`config.mk`:
```
export PLATFORM = sky130hd
export DESIGN_NAME = canv_vram_arb
export DESIGN_NICKNAME = d
export VERILOG_FILES = /design/src/rtl/canv_vram_arb.sv
export SDC_FILE = /design/constraint.sdc
export NUM_CORES = 1
export LEC_CHECK = 0
export CORE_AREA = 2 2 130 132
export CTS_BUF_LIST = sky130_fd_sc_hd__clkbuf_16
export DETAILED_ROUTE_END_ITERATION = 16
export DIE_AREA = 0 0 132 134
export PLACE_DENSITY = 0.7
export SYNTH_ARGS = -nofsm -noshare
export SYNTH_HDL_FRONTEND = slang
export SYNTH_SLANG_ARGS = --single-unit
export TNS_END_PERCENT = 50
```
`constraint.sdc`:
```
create_clock -name clk_pix -period 4.4 [get_ports clk_pix]
set_input_delay 0.44 -clock clk_pix [delete_from_list [all_inputs] [get_ports clk_pix]]
set_output_delay 0.44 -clock clk_pix [all_outputs]
set_load 0.01 [all_outputs]
```
`src/rtl/canv_vram_arb.sv`:
```
// rtl/canv_vram_arb.sv - canvas VRAM port arbiter: display priority, m0/m1 round-robin, tagged read return
module canv_vram_arb #(
  parameter int WORD     = 32,
  parameter int ADDRW    = 14,
  parameter int VRAM_LAT = 1,
  parameter int CNTW     = 16
) (
  input  logic               clk_pix,
  input  logic               rst_pix,
  input  logic               frame_start,
  input  logic               disp_read,
  input  logic [ADDRW-1:0]   disp_addr,
  output logic [WORD-1:0]    disp_data,
  output logic               disp_valid,
  input  logic               m0_req,
  input  logic [WORD/8-1:0]  m0_we,
  input  logic [ADDRW-1:0]   m0_addr,
  input  logic [WORD-1:0]    m0_wdata,
  output logic               m0_ack,
  output logic [WORD-1:0]    m0_rdata,
  output logic               m0_rvalid,
  input  logic               m1_req,
  input  logic [WORD/8-1:0]  m1_we,
  input  logic [ADDRW-1:0]   m1_addr,
  input  logic [WORD-1:0]    m1_wdata,
  output logic               m1_ack,
  output logic [WORD-1:0]    m1_rdata,
  output logic               m1_rvalid,
  output logic [ADDRW-1:0]   vram_addr,
  output logic [WORD/8-1:0]  vram_we,
  output logic [WORD-1:0]    vram_din,
  input  logic [WORD-1:0]    vram_dout,
  output logic [CNTW-1:0]    m0_blk_cnt,
  output logic [CNTW-1:0]    m1_blk_cnt
);

  localparam int NBE = WORD / 8;
  localparam logic [1:0] SRC_DISP = 2'd0;
  localparam logic [1:0] SRC_M0   = 2'd1;
  localparam logic [1:0] SRC_M1   = 2'd2;
  localparam logic [CNTW-1:0] CNT_ONE = {{(CNTW-1){1'b0}}, 1'b1};
  localparam logic [CNTW-1:0] CNT_MAX = {CNTW{1'b1}};

  // Round-robin memory: 1 means m1 was the last master granted, so m0 is preferred next.
  logic r_last_m1;

  logic w_gd;
  logic w_g0;
  logic w_g1;
  logic w_tag_v;
  logic [1:0] w_tag_src;

  // Read tag shift register; stage k describes the access issued k+1 cycles ago.
  logic       r_tag_v   [0:VRAM_LAT];
  logic [1:0] r_tag_src [0:VRAM_LAT];

  logic [CNTW-1:0] r_blk0;
  logic [CNTW-1:0] r_blk1;

  logic [ADDRW-1:0] r_vram_addr;
  logic [NBE-1:0]   r_vram_we;
  logic [WORD-1:0]  r_vram_din;

  // Grant decision: display absolute, otherwise round-robin; nothing granted while in reset.
  always_comb begin
    w_gd = 1'b0;
    w_g0 = 1'b0;
    w_g1 = 1'b0;
    if (!rst_pix) begin
      if (disp_read) begin
        w_gd = 1'b1;
      end else if (m0_req && m1_req) begin
        w_g0 = r_last_m1;
        w_g1 = !r_last_m1;
      end else begin
        w_g0 = m0_req;
        w_g1 = m1_req;
      end
    end
  end

  // Only reads enter the return pipeline; writes are fire-and-forget.
  always_comb begin
    w_tag_v   = 1'b0;
    w_tag_src = SRC_DISP;
    if (w_gd) begin
      w_tag_v   = 1'b1;
      w_tag_src = SRC_DISP;
    end else if (w_g0) begin
      w_tag_v   = ~|m0_we;
      w_tag_src = SRC_M0;
    end else if (w_g1) begin
      w_tag_v   = ~|m1_we;
      w_tag_src = SRC_M1;
    end
  end

  // Round-robin pointer moves only when a master is actually granted.
  always_ff @(posedge clk_pix) begin
    if (rst_pix) begin
      r_last_m1 <= 1'b1;
    end else if (w_g0) begin
      r_last_m1 <= 1'b0;
    end else if (w_g1) begin
      r_last_m1 <= 1'b1;
    end
  end

  // Register the granted access onto the VRAM port; idle cycles keep the address.
  always_ff @(posedge clk_pix) begin
    if (rst_pix) begin
      r_vram_addr <= '0;
      r_vram_we   <= '0;
      r_vram_din  <= '0;
    end else if (w_gd) begin
      r_vram_addr <= disp_addr;
      r_vram_we   <= '0;
    end else if (w_g0) begin
      r_vram_addr <= m0_addr;
      r_vram_we   <= m0_we;
      r_vram_din  <= m0_wdata;
    end else if (w_g1) begin
      r_vram_addr <= m1_addr;
      r_vram_we   <= m1_we;
      r_vram_din  <= m1_wdata;
    end else begin
      r_vram_we   <= '0;
    end
  end

  // Shift read tags in step with VRAM latency; reset drops everything in flight.
  always_ff @(posedge clk_pix) begin
    if (rst_pix) begin
      for (int i = 0; i <= VRAM_LAT; i++) begin
        r_tag_v[i]   <= 1'b0;
        r_tag_src[i] <= SRC_DISP;
      end
    end else begin
      r_tag_v[0]   <= w_tag_v;
      r_tag_src[0] <= w_tag_src;
      for (int i = 1; i <= VRAM_LAT; i++) begin
        r_tag_v[i]   <= r_tag_v[i-1];
        r_tag_src[i] <= r_tag_src[i-1];
      end
    end
  end

  // Saturating refusal counters; frame_start wins over counting.
  always_ff @(posedge clk_pix) begin
    if (rst_pix || frame_start) begin
      r_blk0 <= '0;
      r_blk1 <= '0;
    end else begin
      if (m0_req && !w_g0 && (r_blk0 != CNT_MAX)) begin
        r_blk0 <= r_blk0 + CNT_ONE;
      end
      if (m1_req && !w_g1 && (r_blk1 != CNT_MAX)) begin
        r_blk1 <= r_blk1 + CNT_ONE;
      end
    end
  end

  assign m0_ack     = w_g0;
  assign m1_ack     = w_g1;

  assign vram_addr  = r_vram_addr;
  assign vram_we    = r_vram_we;
  assign vram_din   = r_vram_din;

  assign disp_data  = vram_dout;
  assign m0_rdata   = vram_dout;
  assign m1_rdata   = vram_dout;

  assign disp_valid = r_tag_v[VRAM_LAT] && (r_tag_src[VRAM_LAT] == SRC_DISP);
  assign m0_rvalid  = r_tag_v[VRAM_LAT] && (r_tag_src[VRAM_LAT] == SRC_M0);
  assign m1_rvalid  = r_tag_v[VRAM_LAT] && (r_tag_src[VRAM_LAT] == SRC_M1);

  assign m0_blk_cnt = r_blk0;
  assign m1_blk_cnt = r_blk1;

endmodule

```
==> results of run 1 <==
[state kept, by name (all words and copies together), names as in the netlist]
name	count
r_tag_src	4
m1_blk_cnt	16
vram_addr	14
m0_blk_cnt	16
r_last_m1	1
vram_din	32
r_tag_v	2
vram_we	4
[Yosys cell counts, types with 2 or more instances]
cell      number  area [µm²]
a211oi_1       3        22.5
a21o_1        14         105
a21oi_1        7        35.0
a22oi_1        4        30.0
a311oi_1      32         280
a31oi_1       18         113
and2_1         4        25.0
and3_1         4        25.0
and3b_1        2        17.5
and4_1         4        35.0
buf_2         13        65.1
buf_4        100         751
clkbuf_1      14        52.6
dfxtp_1       89        1780
ha_1           2        25.0
inv_1          9        33.8
mux2i_1        2        20.0
nand2_1      106         398
nand3_1       13        65.1
nand4_1        9        56.3
nor2_1        68         255
nor2b_1        5        31.3
nor3_1         7        35.0
nor3b_1        2        15.0
nor4_1         7        43.8
nor4_2         2        25.0
o211ai_1       3        22.5
o21ai_0       24         120
o21ai_1        2        10.0
o31ai_1        2        15.0
or3_1          2        12.5
or4_1          2        15.0
xnor2_1       15         131
xor2_1         3        26.3
[kinds of logic (layout without fill, tap and decap cells)]
group                      after synthesis  in the layout  share of synthesized area
adders and majority gates                2              2                    0.00522
and+or+nand+nor                        243            243                      0.229
AOI/OAI and AO/OA                      115            115                      0.168
DFF                                     89             89                      0.372
xor gates and xnor gates                18             18                     0.0329
muxes                                    2              2                    0.00418
buffers and inverters                  137            236                      0.189
[report_power, final]
group	internal (mW)	total [mW]	switching, mW	leakage [nW]
registers	0.840	0.857	0.0178	0.727
clock network	0.498	0.837	0.338	0.152
logic	0.187	0.319	0.132	1.51
[cell usage in the layout (no fill, tap or decap), types with 7 or more instances in the layout]
cell               n
clkbuf_16          9
a311oi_1          32
nor4_1             7
a31oi_1           18
xnor2_1           15
nand3_1           12
nor2_1            67
a21o_1            14
nand4_1            9
a21oi_1            7
dfxtp_1           89
o21ai_0           24
nor3_1             7
inv_1              9
clkdlybuf4s50_1  205
nand2_1          106
[worst max-delay path by stage]
stage | startpoint | to | slack (ns) | depth (start not counted)
5_1_grt | disp_read | m0_ack | 1.26 | 5
6_report | disp_read | m0_ack | 1.43 | 5
4_1_cts | disp_read | m0_ack | 1.40 | 5
3_5_place_dp | disp_read | vram_din[12] | 1.39 | 7
3_3_place_gp | m0_req | m1_ack | 1.44 | 4
2_1_floorplan | rst_pix | vram_din[10] | 2.66 | 8
[through the flow]
step | total power, mW | instances | instance area, µm² | hold slack [ns] | util
after floorplan | 1.08 | 606 | 4790 | 0.414 | -
after CTS | 2.04 | 925 | 6640 | 0.444 | 0.407
after global routing | 2.10 | 925 | 6640 | 0.453 | 0.407
final | 2.01 | 925 | 6640 | 0.437 | 0.407
after global placement | 1.19 | 909 | 6320 | 0.419 | 0.388
after detailed placement | 1.20 | 909 | 6320 | 0.428 | 0.388
[routing by layer]
metal	up-vias	wire [µm]
li1	2189	-
met1	2062	6080
met2	149	6920
met3	55	997
met4	0	552
met5	-	0
[area by class of cell]
cell class | count | area (µm²) | area share
clock inverters | 7 | 92.6 | 0.0140
repair buffers | 211 | 2110 | 0.317
inverters | 9 | 33.8 | 0.00509
well taps | 220 | 275 | 0.0415
multi-input cells | 380 | 2120 | 0.320
flip-flops and latches | 89 | 1780 | 0.268
clock buffers | 9 | 225 | 0.0339
[critical path, stage by stage]
cell and delay, ns:
clkdlybuf4s50_1 0.52, nor2_2 0.75, nand3_2 0.16, inv_1 0.11
clkdlybuf4s50_1 0.54
==> impl_metrics.tcl, run 1 <==
set metrics [dict create \
    status "finished clean" \
    period_minus_slack_ns 2.97 \
    synth.yosys.seq_area_share 0.372 \
    worst_ep_arrival_time_ns 2.53 \
    vias 4455 \
    setup_viol 0 \
    leakage_nw 2.39 \
    met1_usage 0.193 \
    nFillCells 1672 \
    ant_nets 0 \
    finalMaxSlewViolations 0 \
    crit_required_ns 3.96 \
    grt_pass1_vias 4245 \
    busiest_layer "met2" \
    peakVddDrop_mv 0.160 \
    synth_seq_cells 89 \
    p_per_area_nw_per_um2 303 \
    met2_usage 0.265 \
    die-area_um2 17700 \
    cts_sinks 89 \
    use_met3 0.0427 \
    timing.rr.start "m1_blk_cnt[2]" \
    ys_warn_count 0 \
    syn2layout_area_growth_pct 38.4 \
    syn_area_um2 4790 \
    clockBufferDepth 2 \
    cts_setup_buffers 0 \
    overflow 0 \
    syn-num-nets 760 \
    grt_util_all_layers 0.162 \
    worst_pin_slew_ns 0.897 \
    clock-root-buffer "clkbuf_16" \
    whs_path_depth 1 \
    initial_core_util 0.294 \
    cts_hold_buf 0 \
    fin_ws_ns 1.43 \
    hold_path_end "r_tag_src[0][2]" \
    fmax_ghz 0.336 \
    synth_area_per_cell_um2 7.91 \
    cts_tree "done" \
    cp-start-kind "input port" \
    wl_mm 14.6 \
    antenna_found_initial 0 \
    place_ws_ns 1.39 \
    grt_max_degree 48 \
    clk_pin_slew_ns 0.06 \
    hpwl_mm 10.5 \
    ys_types 47 \
    port-buffer-count 206 \
    drive_gt1_frac 0.0397 \
    ctsResizeCount 0 \
    hold_class "reg -> reg" \
    synth_cells 606 \
    fin_crit_sh 0.676 \
    die_y_um 134 \
    cts-buffers-inserted 9 \
    hold_viol_final 0 \
    r2r_slack_ns 2.40 \
    diodes 0 \
    route.detailed.drc 0 \
    firstDrtPassIters 5 \
    rows 47 \
    drt_iter0_drc 224 \
    ys.flop_type "dfxtp_1" \
    ff2ff_path_depth 5 \
    crit_type "in -> out" \
    worstSkewPairLatency_ns 0.34 \
    drv_cap 0 \
    htree_levels 3 \
    finClkSkew_ns 0.0107 \
    via_per_inst 4.82 \
    coreArea_um2 16300 \
    wl_per_cell_um 15.7 \
    slew-limit-headroom 0.401 \
    grt_setup_unrepaired "no" \
    final_nets 854 \
    r2r_end "m1_blk_cnt[7]" \
    io-pin-count 335 \
    hp-start "r_tag_src[0][0]" \
    place.gp.congestion 0.767 \
    grt_pass1_wl_mm 22.8 \
    cp-end-kind "output port" \
    ys_async_sr_fraction 0 \
    dieWidth_um 132 \
    setup_tns_ns 0 \
    critPathMaxFanout 18 \
    synth_edf_count 0 \
]
(Power assumes the default switching activity.)
==> run 2: changes to the inputs <==
--- a/config.mk
+++ b/config.mk
@@ -9,7 +9,7 @@
 export CTS_BUF_LIST = sky130_fd_sc_hd__clkbuf_16
 export DETAILED_ROUTE_END_ITERATION = 16
 export DIE_AREA = 0 0 132 134
-export PLACE_DENSITY = 0.7
+export PLACE_DENSITY = 0.72
 export SYNTH_ARGS = -nofsm -noshare
 export SYNTH_HDL_FRONTEND = slang
 export SYNTH_SLANG_ARGS = --single-unit
==> constraint.sdc (replaced) <==
create_clock -name clk_pix -period 2.7 [get_ports clk_pix]
set_input_delay 0.27 -clock clk_pix [delete_from_list [all_inputs] [get_ports clk_pix]]
set_output_delay 0.27 -clock clk_pix [all_outputs]
set_load 0.01 [all_outputs]
==> run 2 against run 1 <==
- power rose by 63%
- non-clock buffer count rose by 3
- core utilization up 0.13 points
- first-iteration DRC count grew 5.8%
- count of clock-buffer cells in the layout stayed put
- global-route usage rose by 0.15 points
- clock power increased by 64%
- clock skew fell by 0.0050 ns
- die area stayed put
- combinational power increased by 64%
==> impl_metrics.tcl, run 2 (synthesis gave the netlist of run 1 again) <==
set metrics [dict create \
    status "finished clean" \
    nFillCells 1651 \
    crit_required_ns 2.43 \
    fin_crit_sh 0.821 \
    hpwl_mm 10.4 \
    io-pin-count 335 \
    ff2ff_path_depth 5 \
    coreArea_um2 16300 \
    leakage_nw 2.41 \
    die_y_um 134 \
    cp-start-kind "input port" \
    peakVddDrop_mv 0.258 \
    grt_pass1_wl_mm 23.2 \
    cts_tree "done" \
    hold_class "in -> reg" \
    whs_path_depth 3 \
    die-area_um2 17700 \
    cts_hold_buf 0 \
    cts-buffers-inserted 9 \
    crit_top_cell "clkdlybuf4s50_1" \
    critPathBufInv 2 \
    grt_util_all_layers 0.163 \
    period_minus_slack_ns 2.22 \
    port-buffer-count 206 \
    drive_gt1_frac 0.0438 \
    final_nets 857 \
    grt_max_degree 93 \
    route.detailed.drc 0 \
    grt_setup_unrepaired "no" \
    slew-limit-headroom 0.527 \
    place.gp.congestion 0.777 \
    clock-root-buffer "clkbuf_16" \
    setup_tns_ns 0 \
    clk_pin_slew_ns 0.06 \
    setup_viol 0 \
    final_cell_mix "clkdlybuf4s50_1 (205), nand2_1 (106), dfxtp_1 (89)" \
    cp_slowest_stage_delay_ns 0.59 \
    via_per_inst 4.79 \
    largest_reg_flops 32 \
    multi_input_area_um2 2120 \
    critPathMaxFanout 7 \
    p_per_area_nw_per_um2 494 \
    finalMaxSlewViolations 0 \
    path_depth 4 \
    drt_iter0_drc 237 \
    drv_cap 0 \
    syn2layout_area_growth_pct 38.9 \
    crit_type "in -> out" \
    cp-end-kind "output port" \
    wl_per_cell_um 15.6 \
    seq_area_um2 1780 \
    cts_setup_buffers 0 \
    rows 47 \
    worstSkewPairLatency_ns 0.34 \
    finClkSkew_ns 0.00570 \
    wl_mm 14.4 \
    initial_core_util 0.294 \
    firstDrtPassIters 5 \
    overflow 0 \
    layout_commonest_cell "clkdlybuf4s50_1" \
    path_cells "clkdlybuf4s50_1 > a21boi_0 > and2_1 > clkdlybuf4s50_1" \
    dieWidth_um 132 \
    slowest_stage "clkdlybuf4s50_1" \
    power_mw 3.29 \
    ctsResizeCount 0 \
    diodes 0 \
    cts_sinks 89 \
    worst_ep_arrival_time_ns 1.95 \
    antenna_found_initial 0 \
    worst_pin_slew_ns 0.705 \
    grt_pass1_vias 4375 \
    fmax_ghz 0.451 \
    htree_levels 3 \
    clockBufferDepth 2 \
    hold_viol_final 0 \
    critPathTopFamily "buffers and inverters" \
    vias 4446 \
    ant_nets 0 \
]
-- run 2: cell count changes in the layout (fill, tap and decap cells not counted), sizes merged --
cell    previous run  this run
buf                6         9
clkinv             2         3
inv               11        10
-- run 2: worst paths after layout --
| kind | from | slack (ns) | end |
|---|---|---|---|
| worst max-delay path | m1_req | 0.48 | m1_ack |
| worst min-delay path | rst_pix | 0.31 | m1_blk_cnt[7] |
| worst max register to register | m1_blk_cnt[2] | 0.71 | m1_blk_cnt[4] |
| worst min register to register | r_tag_src[0][0] | 0.44 | r_tag_src[0][2] |
-- run 2: where the power goes --
group | switching [mW] | leakage [nW] | total [mW] | internal [mW]
combinational | 0.214 | 1.53 | 0.522 | 0.308
sequential | 0.0295 | 0.727 | 1.40 | 1.37
clock | 0.554 | 0.153 | 1.37 | 0.812
-- run 2: worst min-delay path, stage by stage --
cell and delay [ns]:
buf_2 0.15, or3_1 0.13, o41ai_1 0.05
-- run 2: final cells by class --
| type | instances | share of cell area |
|---|---|---|
| timing repair buffer | 214 | 0.320 |
| multi-input combinational | 380 | 0.318 |
| sequential | 89 | 0.268 |
| tap | 220 | 0.0413 |
| clock buffer | 9 | 0.0338 |
| clock inverter | 7 | 0.0141 |
| inverter | 9 | 0.00507 |
-- run 2: through the flow --
stage	instances	worst slack (ns)	hold slack, ns	area (µm²)	utilization
floorplan	606	1.02	0.380	4790	-
global placement	912	0.453	0.420	6340	0.389
detailed placement	912	0.442	0.423	6340	0.389
CTS	928	0.475	0.293	6660	0.409
global route	928	0.380	0.323	6660	0.409
finish	928	0.484	0.312	6660	0.409
-- run 2: layer usage --
layer,vias up,wire [µm],GRT usage
li1,2203,-,-
met1,2069,6210,0.199
met2,127,6970,0.272
met3,47,830,0.0363
met4,0,428,0.0839
met5,-,0,0
